## src/rtl/md_pkg.sv

```systemverilog
// Shared definitions for the iterative multiply/divide unit: op codes, FSM states,
// iteration count and small op-decode helpers.
package md_pkg;

  localparam int unsigned MD_WIDTH = 32;
  localparam int unsigned ITER     = MD_WIDTH;

  typedef enum logic [2:0] {
    MD_MULT  = 3'd0,
    MD_MULTU = 3'd1,
    MD_DIV   = 3'd2,
    MD_DIVU  = 3'd3,
    MD_MTHI  = 3'd4,
    MD_MTLO  = 3'd5
  } md_op_e;

  typedef enum logic [1:0] {
    StIdle,
    StCalc,
    StFix
  } md_state_e;

  function automatic logic op_is_calc(logic [2:0] op);
    return (op == MD_MULT) || (op == MD_MULTU) || (op == MD_DIV) || (op == MD_DIVU);
  endfunction

  function automatic logic op_is_signed(logic [2:0] op);
    return (op == MD_MULT) || (op == MD_DIV);
  endfunction

  function automatic logic op_is_div(logic [2:0] op);
    return (op == MD_DIV) || (op == MD_DIVU);
  endfunction

endpackage

```

## src/rtl/md_abs.sv

```systemverilog
// Combinational conditional two's-complement negate, used both for operand
// magnitudes and for the final sign fix-up of results.
module md_abs #(
  parameter int unsigned Width = 32
) (
  input  logic [Width-1:0] in_val,
  input  logic             neg,
  output logic [Width-1:0] out_val
);

  assign out_val = neg ? ((~in_val) + Width'(1)) : in_val;

endmodule

```

## src/rtl/md_unit.sv

```systemverilog
// Iterative multiply/divide unit with private HI/LO registers: one shift-add or
// restoring shift-subtract step per cycle, then a single sign fix-up cycle.
module md_unit
  import md_pkg::*;
#(
  parameter int unsigned WIDTH = ITER
) (
  input  logic             Clk,
  input  logic             Rst_n,
  input  logic             Start,
  input  logic [2:0]       Op,
  input  logic [WIDTH-1:0] A,
  input  logic [WIDTH-1:0] B,
  input  logic             Flush,
  output logic             Busy,
  output logic [WIDTH-1:0] HI,
  output logic [WIDTH-1:0] LO
);

  localparam int unsigned      CntW    = $clog2(WIDTH);
  localparam logic [CntW-1:0]  LastCnt = CntW'(WIDTH - 1);

  md_state_e          state_q;
  logic [CntW-1:0]    cnt_q;
  logic [2*WIDTH-1:0] acc_q;
  logic [WIDTH-1:0]   mag_b_q;
  logic [WIDTH-1:0]   hi_q;
  logic [WIDTH-1:0]   lo_q;
  logic               is_div_q;
  logic               neg_q;
  logic               sign_a_q;
  logic               divz_q;
  logic               busy_q;

  logic               sign_a;
  logic               sign_b;
  logic [WIDTH-1:0]   mag_a;
  logic [WIDTH-1:0]   mag_b;
  logic [2*WIDTH-1:0] acc_iter;
  logic [WIDTH:0]     mul_sum;
  logic [WIDTH:0]     div_tmp;
  logic [WIDTH:0]     div_diff;
  logic [2*WIDTH-1:0] prod_fix;
  logic [WIDTH-1:0]   quo_fix;
  logic [WIDTH-1:0]   rem_fix;

  assign sign_a = op_is_signed(Op) & A[WIDTH-1];
  assign sign_b = op_is_signed(Op) & B[WIDTH-1];

  md_abs #(.Width(WIDTH)) u_abs_a (
    .in_val  (A),
    .neg     (sign_a),
    .out_val (mag_a)
  );

  md_abs #(.Width(WIDTH)) u_abs_b (
    .in_val  (B),
    .neg     (sign_b),
    .out_val (mag_b)
  );

  md_abs #(.Width(2 * WIDTH)) u_fix_prod (
    .in_val  (acc_q),
    .neg     (neg_q),
    .out_val (prod_fix)
  );

  md_abs #(.Width(WIDTH)) u_fix_quo (
    .in_val  (acc_q[WIDTH-1:0]),
    .neg     (neg_q),
    .out_val (quo_fix)
  );

  // Remainder follows the sign of the dividend, not the quotient.
  md_abs #(.Width(WIDTH)) u_fix_rem (
    .in_val  (acc_q[2*WIDTH-1:WIDTH]),
    .neg     (sign_a_q),
    .out_val (rem_fix)
  );

  // Multiply: accumulator holds {partial product, remaining multiplier bits}.
  // Divide:   accumulator holds {partial remainder, dividend/quotient bits}.
  always_comb begin
    mul_sum  = {1'b0, acc_q[2*WIDTH-1:WIDTH]} + {1'b0, mag_b_q};
    div_tmp  = {acc_q[2*WIDTH-1:WIDTH], acc_q[WIDTH-1]};
    div_diff = div_tmp - {1'b0, mag_b_q};
    acc_iter = acc_q;
    if (is_div_q) begin
      if (!div_diff[WIDTH]) begin
        acc_iter = {div_diff[WIDTH-1:0], acc_q[WIDTH-2:0], 1'b1};
      end else begin
        acc_iter = {div_tmp[WIDTH-1:0], acc_q[WIDTH-2:0], 1'b0};
      end
    end else if (acc_q[0]) begin
      acc_iter = {mul_sum, acc_q[WIDTH-1:1]};
    end else begin
      acc_iter = {1'b0, acc_q[2*WIDTH-1:1]};
    end
  end

  always_ff @(posedge Clk or negedge Rst_n) begin
    if (!Rst_n) begin
      state_q  <= StIdle;
      cnt_q    <= '0;
      acc_q    <= '0;
      mag_b_q  <= '0;
      hi_q     <= '0;
      lo_q     <= '0;
      is_div_q <= 1'b0;
      neg_q    <= 1'b0;
      sign_a_q <= 1'b0;
      divz_q   <= 1'b0;
      busy_q   <= 1'b0;
    end else if (Flush) begin
      state_q <= StIdle;
      cnt_q   <= '0;
      busy_q  <= 1'b0;
    end else begin
      unique case (state_q)
        StIdle: begin
          if (Start) begin
            if (op_is_calc(Op)) begin
              acc_q    <= {{WIDTH{1'b0}}, mag_a};
              mag_b_q  <= mag_b;
              is_div_q <= op_is_div(Op);
              neg_q    <= sign_a ^ sign_b;
              sign_a_q <= sign_a;
              divz_q   <= (B == '0);
              cnt_q    <= '0;
              busy_q   <= 1'b1;
              state_q  <= StCalc;
            end else if (Op == MD_MTHI) begin
              hi_q <= A;
            end else if (Op == MD_MTLO) begin
              lo_q <= A;
            end
          end
        end
        StCalc: begin
          acc_q <= acc_iter;
          cnt_q <= cnt_q + CntW'(1);
          if (cnt_q == LastCnt) begin
            state_q <= StFix;
          end
        end
        StFix: begin
          if (is_div_q) begin
            if (!divz_q) begin
              lo_q <= quo_fix;
              hi_q <= rem_fix;
            end
          end else begin
            hi_q <= prod_fix[2*WIDTH-1:WIDTH];
            lo_q <= prod_fix[WIDTH-1:0];
          end
          busy_q  <= 1'b0;
          state_q <= StIdle;
        end
        default: begin
          busy_q  <= 1'b0;
          state_q <= StIdle;
        end
      endcase
    end
  end

  assign Busy = busy_q;
  assign HI   = hi_q;
  assign LO   = lo_q;

endmodule

```

## config.mk

```make
export PLATFORM = sky130hd
export DESIGN_NAME = md_unit
export DESIGN_NICKNAME = d
export VERILOG_FILES = /design/src/rtl/md_pkg.sv /design/src/rtl/md_abs.sv /design/src/rtl/md_unit.sv
export SDC_FILE = /design/constraint.sdc
export NUM_CORES = 1
export LEC_CHECK = 0
export BUFFER_PORTS_ARGS = -buffer_cell sky130_fd_sc_hd__clkbuf_2
export CORE_ASPECT_RATIO = 0.6
export CORE_UTILIZATION = 55
export DETAILED_ROUTE_END_ITERATION = 10
export PLACE_DENSITY = 0.83
export SLEW_MARGIN = 40
export SYNTH_ARGS = -nofsm -noshare
export SYNTH_HDL_FRONTEND = slang
export SYNTH_SLANG_ARGS = --single-unit
```

## constraint.sdc

```tcl
create_clock -name Clk -period 3.3 [get_ports Clk]
set_input_delay 0.33 -clock Clk [delete_from_list [all_inputs] [get_ports Clk]]
set_output_delay 0.33 -clock Clk [all_outputs]
set_load 0.05 [all_outputs]
```

==> qor.yml, run 1 <==
result_of_the_run: "complete, but fails checks"
failing_checks: "DRC"
hpwl_um: 42100
power.static_leakage_nw: 7.98
tritoncts: "built"
floorplan.core_area_mm2: 0.0265
power_w: 0.0144
final_instance_area_mm2: 0.0173
detailedRoute.firstPassIterationCount: 9
first_iter_violations: 2079
total_switching_power_w: 0.00721
remaining_drc_errors: 1
synth_area_mm2: 0.0148
grt_start_max_net_pins: 75
worst_setup_path_end_kind: "register"
drt-wirelength-per-cell_um: 22.4
number_of_synthesized_flops_with_an_enable_pin: 0
final_cells: 2447
fin_tns_setup_ps: 0
holdPathEnd: "state_q[0]"
hold_violations: 0
crit_path_slowest_cell: "sky130_fd_sc_hd__or4_4"
rr_startpoint: "acc_q[22]"
antenna_found_initial: 2
hold_path_depth: 2
crit_arrival_ps: 3600
postSynthRegisterBits: 172
cts_root_buf: "sky130_fd_sc_hd__clkbuf_16"
relative_max_transition_margin: 0.412
cts.reportedPaths.clkPinSlew_ps: 80
report.final.setup_viol: 0
routed-via-count: 15800
reg2regPathDepth: 9
initial_utilization: 0.560
cts_num_sinks: 172
fin_crit_ps: 3210
hp-start: "Flush"
timing.critical_path.mode_cell: "sky130_fd_sc_hd__or4_4"
slew_viol_final: 0
ys.warnings.count: 0
r2r-end: "HI[21]"
floorplan.die_area_mm2: 0.0277
port-buffer-count: 135
n_antenna_cell: 0
final_net_count: 2217
route.antenna.remaining_nets: 0
width_of_the_die_um: 214
cts-buffers-inserted: 17
critPathLaunch: "acc_q[22]"
p_sw_frac: 0.502
clockBufferDepth: 2
drv_cap: 0
die_height_um: 129
critPathRequiredTime_ps: 3690
seqPwrFrac: 0.226
post-cts-setup-buffer-count: 0
critical_path_peak_fanout: 6
num_io_pins: 136
placedInstanceArea_mm2: 0.0166
grt-ovfl-total: 0
synthesis.instances: 1905
fp-row-count: 46
postSynthAreaPerCell_um2: 7.79
postSynth.asyncResetShare: 1.00
synth.distinct_cells: 75
timing.critical_path.from_type: "register"
finalWeightedCongestion: 1.03
grt_pass1_wl_um: 84200
area_growth_pct: 16.7
global_route.usage.total: 0.397
vdd.ir_drop.worst_mv: 0.560
vias_per_cell: 6.47
number_of_levels_the_h_tree_was_split_into: 4
share_clk_of_total_power: 0.154
timing.clock.skew_ps: 13.5
postSynthNetCount: 2048
highest_clock_frequency_the_design_can_meet_ghz: 0.311
num-fill-cells: 2230
worst-r2r-setup-slack_ps: 90
clkLatencyLatePin_ps: 470
layout_worst_path_cycle_share: 0.973
synthFlopType: "sky130_fd_sc_hd__dfrtp_1"
post_placement_cell_count: 2414
worst_pin_slew_ps: 879
comb_power_share: 0.621
critPathMaxStageDelay_ps: 560
critPathKind: "register to register"
critical_path_cell_list: "or4_4 > or4_4 > nand4bb_4 > or3_4 > o21ai_1 > nand3_1 > xor2_1 > nand2_1 > a31oi_1"
wl_um: 54700
post-route-util: 0.654
drive_above_1_share: 0.179
min-delay-path-class: "input pin to register"
power-per-cell-area_mw_per_mm2: 830
synth.yosys.seq_area_share: 0.290
internal_power_w: 0.00716
vias_in_the_first_global_route: 14500
==> per-layer routing <==
| metal | GRT usage | vias up | part of all wire |
|---|---|---|---|
| met1 | 0.568 | 7503 | 0.44 |
| met5 | 0.0283 | - | 0.0024 |
| met4 | 0.105 | 4 | 0.019 |
| met3 | 0.179 | 93 | 0.15 |
| met2 | 0.529 | 1036 | 0.38 |
| li1 | - | 7205 | - |
==> how the worst max path moves through the flow <==
stage	end	slack (ps)	cells past startpoint
2_1_floorplan	HI[22]	130	12
3_3_place_gp	HI[28]	100	11
3_5_place_dp	HI[28]	30	11
4_1_cts	HI[24]	10	11
5_1_grt	acc_q[45]	-0.8	14
6_report	HI[21]	90	9
==> cells in the mapped netlist, drive strengths merged (42+ instances only) <==
cell,number,share of area
a21oi,122,0.041
clkbuf,111,0.028
dfrtp,172,0.29
ha,70,0.059
inv,56,0.014
mux2i,56,0.038
nand2,265,0.067
nor2,171,0.044
nor3,48,0.017
o21ai,214,0.072
o31ai,42,0.022
xnor2,70,0.041
xor2,98,0.058
==> power groups by stage <==
| stage | Clock (W) | Sequential, W | Combinational, W |
|---|---|---|---|
| floorplan | 0 | 0.00378 | 0.00502 |
| global placement | 0 | 0.00322 | 0.00833 |
| detailed placement | 0 | 0.00325 | 0.00844 |
| CTS | 0.00220 | 0.00321 | 0.00852 |
| global route | 0.00230 | 0.00330 | 0.00952 |
| finish | 0.00221 | 0.00324 | 0.00892 |
==> layout by cell type, fill, tap and decap left out, types with 13 or more instances in the layout <==
| master | netlist | layout |
|---|---|---|
| sky130_fd_sc_hd__buf_4 | 1 | 135 |
| sky130_fd_sc_hd__a211oi_1 | 28 | 27 |
| sky130_fd_sc_hd__nand3_1 | 28 | 28 |
| sky130_fd_sc_hd__clkbuf_16 | 0 | 17 |
| sky130_fd_sc_hd__and3_1 | 13 | 13 |
| sky130_fd_sc_hd__xnor2_1 | 70 | 70 |
| sky130_fd_sc_hd__nand2_1 | 265 | 264 |
| sky130_fd_sc_hd__nor3_1 | 45 | 44 |
| sky130_fd_sc_hd__nand4_1 | 13 | 13 |
| sky130_fd_sc_hd__xor2_1 | 98 | 98 |
| sky130_fd_sc_hd__inv_1 | 56 | 55 |
| sky130_fd_sc_hd__nand2b_1 | 20 | 18 |
| sky130_fd_sc_hd__mux2i_1 | 56 | 54 |
| sky130_fd_sc_hd__o31ai_1 | 41 | 40 |
| sky130_fd_sc_hd__nor4_1 | 16 | 16 |
| sky130_fd_sc_hd__a31oi_1 | 18 | 18 |
| sky130_fd_sc_hd__dfrtp_1 | 172 | 167 |
| sky130_fd_sc_hd__ha_1 | 70 | 69 |
| sky130_fd_sc_hd__nor2_1 | 170 | 169 |
| sky130_fd_sc_hd__or3_1 | 15 | 15 |
| sky130_fd_sc_hd__o41ai_1 | 15 | 14 |
| sky130_fd_sc_hd__a21o_1 | 35 | 35 |
| sky130_fd_sc_hd__o221ai_1 | 18 | 16 |
| sky130_fd_sc_hd__a21oi_1 | 122 | 118 |
| sky130_fd_sc_hd__o21ai_0 | 205 | 202 |
| sky130_fd_sc_hd__clkbuf_2 | 0 | 134 |
| sky130_fd_sc_hd__or4_1 | 16 | 16 |
==> final cells by class <==
cell class,instances,area [um^2],area share
multi-input combinational,1552,9960,0.575
sequential,172,4310,0.249
timing repair buffer,275,1790,0.103
tap,360,450,0.0260
clock buffer,18,439,0.0254
inverter,56,210,0.0121
clock inverter,14,171,0.00990
==> sequential cells by signal, indices dropped and copies added (netlist names), 2 cells and up <==
register / flops
HI: 32
LO: 32
state_q: 2
cnt_q: 5
acc_q: 64
mag_b_q: 32
==> stage by stage <==
| stage | hold WS [ps] | setup WS (ps) |
|---|---|---|
| after global placement | 310 | 97.5 |
| after detailed placement | 309 | 26.1 |
| final | 113 | 89.2 |
| after global routing | 132 | -0.792 |
| after CTS | 101 | 13.1 |
| after floorplan | 34.4 | 128 |
==> logic make-up after synthesis <==
logic type | synth area share
and+or+nand+nor | 0.209
AOI/OAI and AO/OA | 0.247
buffers and inverters | 0.0467
DFF | 0.290
xor gates and xnor gates | 0.0992
adders and majority gates | 0.0617
muxes | 0.0469
==> worst max-delay path: cells and delay by family, from the launching register on <==
kind	cells	cell delay (ps)
AND/OR/NAND/NOR	6	2040
AO/OA/AOI/OAI	2	370
XOR/XNOR	1	260
flip-flops	1	460
==> repair_timing <==
| action | CTS | global route |
|---|---|---|
| endpoints found under the hold margin | 45 | 0 |
| hold buffers | 1 | 0 |
| endpoints found under the setup margin | 0 | 22 |
| gates resized for setup | 0 | 26 |
Note: power is estimated with default switching activity, not from simulation.
==> run 2: changes to the inputs <==
--- a/config.mk
+++ b/config.mk
@@ -9,7 +9,7 @@
 export CORE_ASPECT_RATIO = 0.6
 export CORE_UTILIZATION = 55
 export DETAILED_ROUTE_END_ITERATION = 10
-export PLACE_DENSITY = 0.83
+export PLACE_DENSITY = 0.78
 export SLEW_MARGIN = 40
 export SYNTH_ARGS = -nofsm -noshare
 export SYNTH_HDL_FRONTEND = slang
==> qor.yml, run 2 (synthesis gave the netlist of run 1 again) <==
result_of_the_run: "finished clean"
detailedRoute.firstPassIterationCount: 8  # -1
cts-buffers-inserted: 17  # unchanged
timing.clock.skew_ps: 12.0  # -1.48 ps
initial_utilization: 0.560  # unchanged
antenna_found_initial: 3  # +1
power_w: 0.0146  # +1.5%
vdd.ir_drop.worst_mv: 0.525  # -6.2%
route.antenna.remaining_nets: 0  # unchanged
timing.critical_path.mode_cell: "sky130_fd_sc_hd__buf_4"
port-buffer-count: 135  # unchanged
min-delay-path-class: "input pin to register"
routed-via-count: 15900  # +0.40%
num_io_pins: 136  # unchanged
path_delay_family: "compound AO/OA/AOI/OAI gates"
cts_root_buf: "sky130_fd_sc_hd__clkbuf_16"
worst_setup_path_end_kind: "register"
grt_start_max_net_pins: 97  # +29%
floorplan.core_area_mm2: 0.0265  # unchanged
first_iter_violations: 2094  # +0.72%
clkLatencyLatePin_ps: 470  # about the same
relative_max_transition_margin: 0.421  # +0.00917
rsz0062_at_grt: "false"
cts.reportedPaths.clkPinSlew_ps: 70  # about the same
critPathMaxStageDelay_ps: 460  # -100 ps
report.final.setup_viol: 0  # unchanged
grt_pass1_wl_um: 83500  # -0.88%
crit_path_slowest_cell: "sky130_fd_sc_hd__fa_1"
wl_um: 55900  # +2.2%
grt-ovfl-total: 0  # unchanged
width_of_the_die_um: 214  # unchanged
final_instance_area_mm2: 0.0175  # +0.90%
tritoncts: "built"
power-per-cell-area_mw_per_mm2: 835  # +0.61%
power.static_leakage_nw: 8.07  # +1.1%
finalWeightedCongestion: 1.01  # -1.7%
critical_path_peak_fanout: 6  # unchanged
critical_path_cell_list: "inv_2 > buf_4 > fa_1 > nor2b_1 > o211ai_1 > a21oi_1 > buf_4 > nor2_2 > o221ai_1 > buf_4 > a31oi_1 > xnor2_1 > mux2_2 > a221o_1"
slew_viol_final: 0  # unchanged
final_net_count: 2238  # +0.95%
cts_num_sinks: 172  # unchanged
hpwl_um: 43400  # +3.0%
vias_in_the_first_global_route: 14000  # -3.6%
fin_tns_setup_ps: 0  # unchanged
number_of_levels_the_h_tree_was_split_into: 4  # unchanged
layout_worst_path_cycle_share: 0.975  # +0.00171
fp-row-count: 46  # unchanged
drt-wirelength-per-cell_um: 22.6  # +1.3%
fin_crit_ps: 3220  # +5.64 ps
top_library_cells_by_usage_in_the_layout_fill_and_taps_aside: "263 x sky130_fd_sc_hd__nand2_1, 200 x sky130_fd_sc_hd__o21ai_0, 169 x sky130_fd_sc_hd__dfrtp_1, 168 x sky130_fd_sc_hd__nor2_1, 156 x sky130_fd_sc_hd__buf_4"
placedInstanceArea_mm2: 0.0167  # +0.83%
drive_above_1_share: 0.185  # +0.00628
drv_cap: 0  # unchanged
area_growth_pct: 17.8
critPathKind: "register to register"
worst_pin_slew_ps: 867  # -12.6 ps
hold_violations: 0  # unchanged
mostFrequentLayoutCell: "sky130_fd_sc_hd__nand2_1"
largest_register: "acc_q"
number_of_flip_flops_under_the_largest_register_name: 64  # unchanged
vias_per_cell: 6.44  # -0.49%
hold-worst-slack_ps: 132  # +18.8 ps
highest_clock_frequency_the_design_can_meet_ghz: 0.311  # -0.18%
floorplan.die_area_mm2: 0.0277  # unchanged
global_route.usage.total: 0.397  # about the same
critPathRequiredTime_ps: 3650  # -40 ps
remaining_drc_errors: 0  # -1
timing.critical_path.from_type: "register"
cp.buffers_inverters: 4  # +4
post-route-util: 0.660  # +0.00591
crit_arrival_ps: 3570  # -30 ps
die_height_um: 129  # unchanged
clockBufferDepth: 2  # unchanged
run 2: path summary, 6_finish.rpt:
kind                                 from         end  slack [ps]  cells past startpoint
worst max-delay path            acc_q[33]   acc_q[57]          80                     14
worst min-delay path                Flush  state_q[0]         130                      2
worst max register to register  acc_q[33]   acc_q[57]          80                     14
worst min register to register     LO[13]      LO[13]         480                      1
max in group asynchronous           Rst_n  mag_b_q[7]        2030                      3
min in group asynchronous           Rst_n      LO[21]         450                      2
run 2: area by class of cell:
type | instances | area (um^2)
Clock inverter | 13 | 176
Timing Repair Buffer | 296 | 1930
Tap cell | 360 | 450
Fill cell | 2324 | 9000
Antenna cell | 1 | 2.50
Inverter | 56 | 210
Sequential cell | 172 | 4310
Clock buffer | 19 | 433
Multi-Input combinational cell | 1552 | 9960
run 2: worst register-to-register path: cells and delay by family, from the launching register on:
kind                     cells  cell delay [ps]
multiplexers                 1              290
XOR/XNOR                     1              160
AO/OA/AOI/OAI                5              960
flip-flops                   1              450
AND/OR/NAND/NOR              2              250
adder cells (fa/ha/maj)      1              460
buffers and inverters        4              520
run 2: per-layer routing:
| layer | part of all wire | up-vias | global-route usage |
|---|---|---|---|
| li1 | - | 7236 | - |
| met1 | 0.45 | 7516 | 0.596 |
| met2 | 0.37 | 1060 | 0.496 |
| met3 | 0.16 | 89 | 0.180 |
| met4 | 0.020 | 4 | 0.0982 |
| met5 | 0.0018 | - | 0.0300 |
run 2: report_power, final:
| group | total [W] | internal (W) | switching, W |
|---|---|---|---|
| combinational | 0.00915 | 0.00347 | 0.00567 |
| clock | 0.00219 | 0.00115 | 0.00104 |
| sequential | 0.00325 | 0.00262 | 0.000635 |
run 2: per-stage QoR:
step,setup slack [ps],std cells
5_1_grt,4.98,2468
2_1_floorplan,128,1905
4_1_cts,39.1,2467
3_5_place_dp,-74.2,2434
3_3_place_gp,23.2,2434
6_report,83.6,2469
run 2: what timing repair did:
item / in CTS / in global routing
endpoints found under the setup margin: 1 / 19
gates resized for setup: 1 / 28
gates cloned: 0 / 0
hold endpoints to repair: 60 / 0
pin swaps: 0 / 6
hold buffers: 1 / 0
setup buffers: 0 / 1
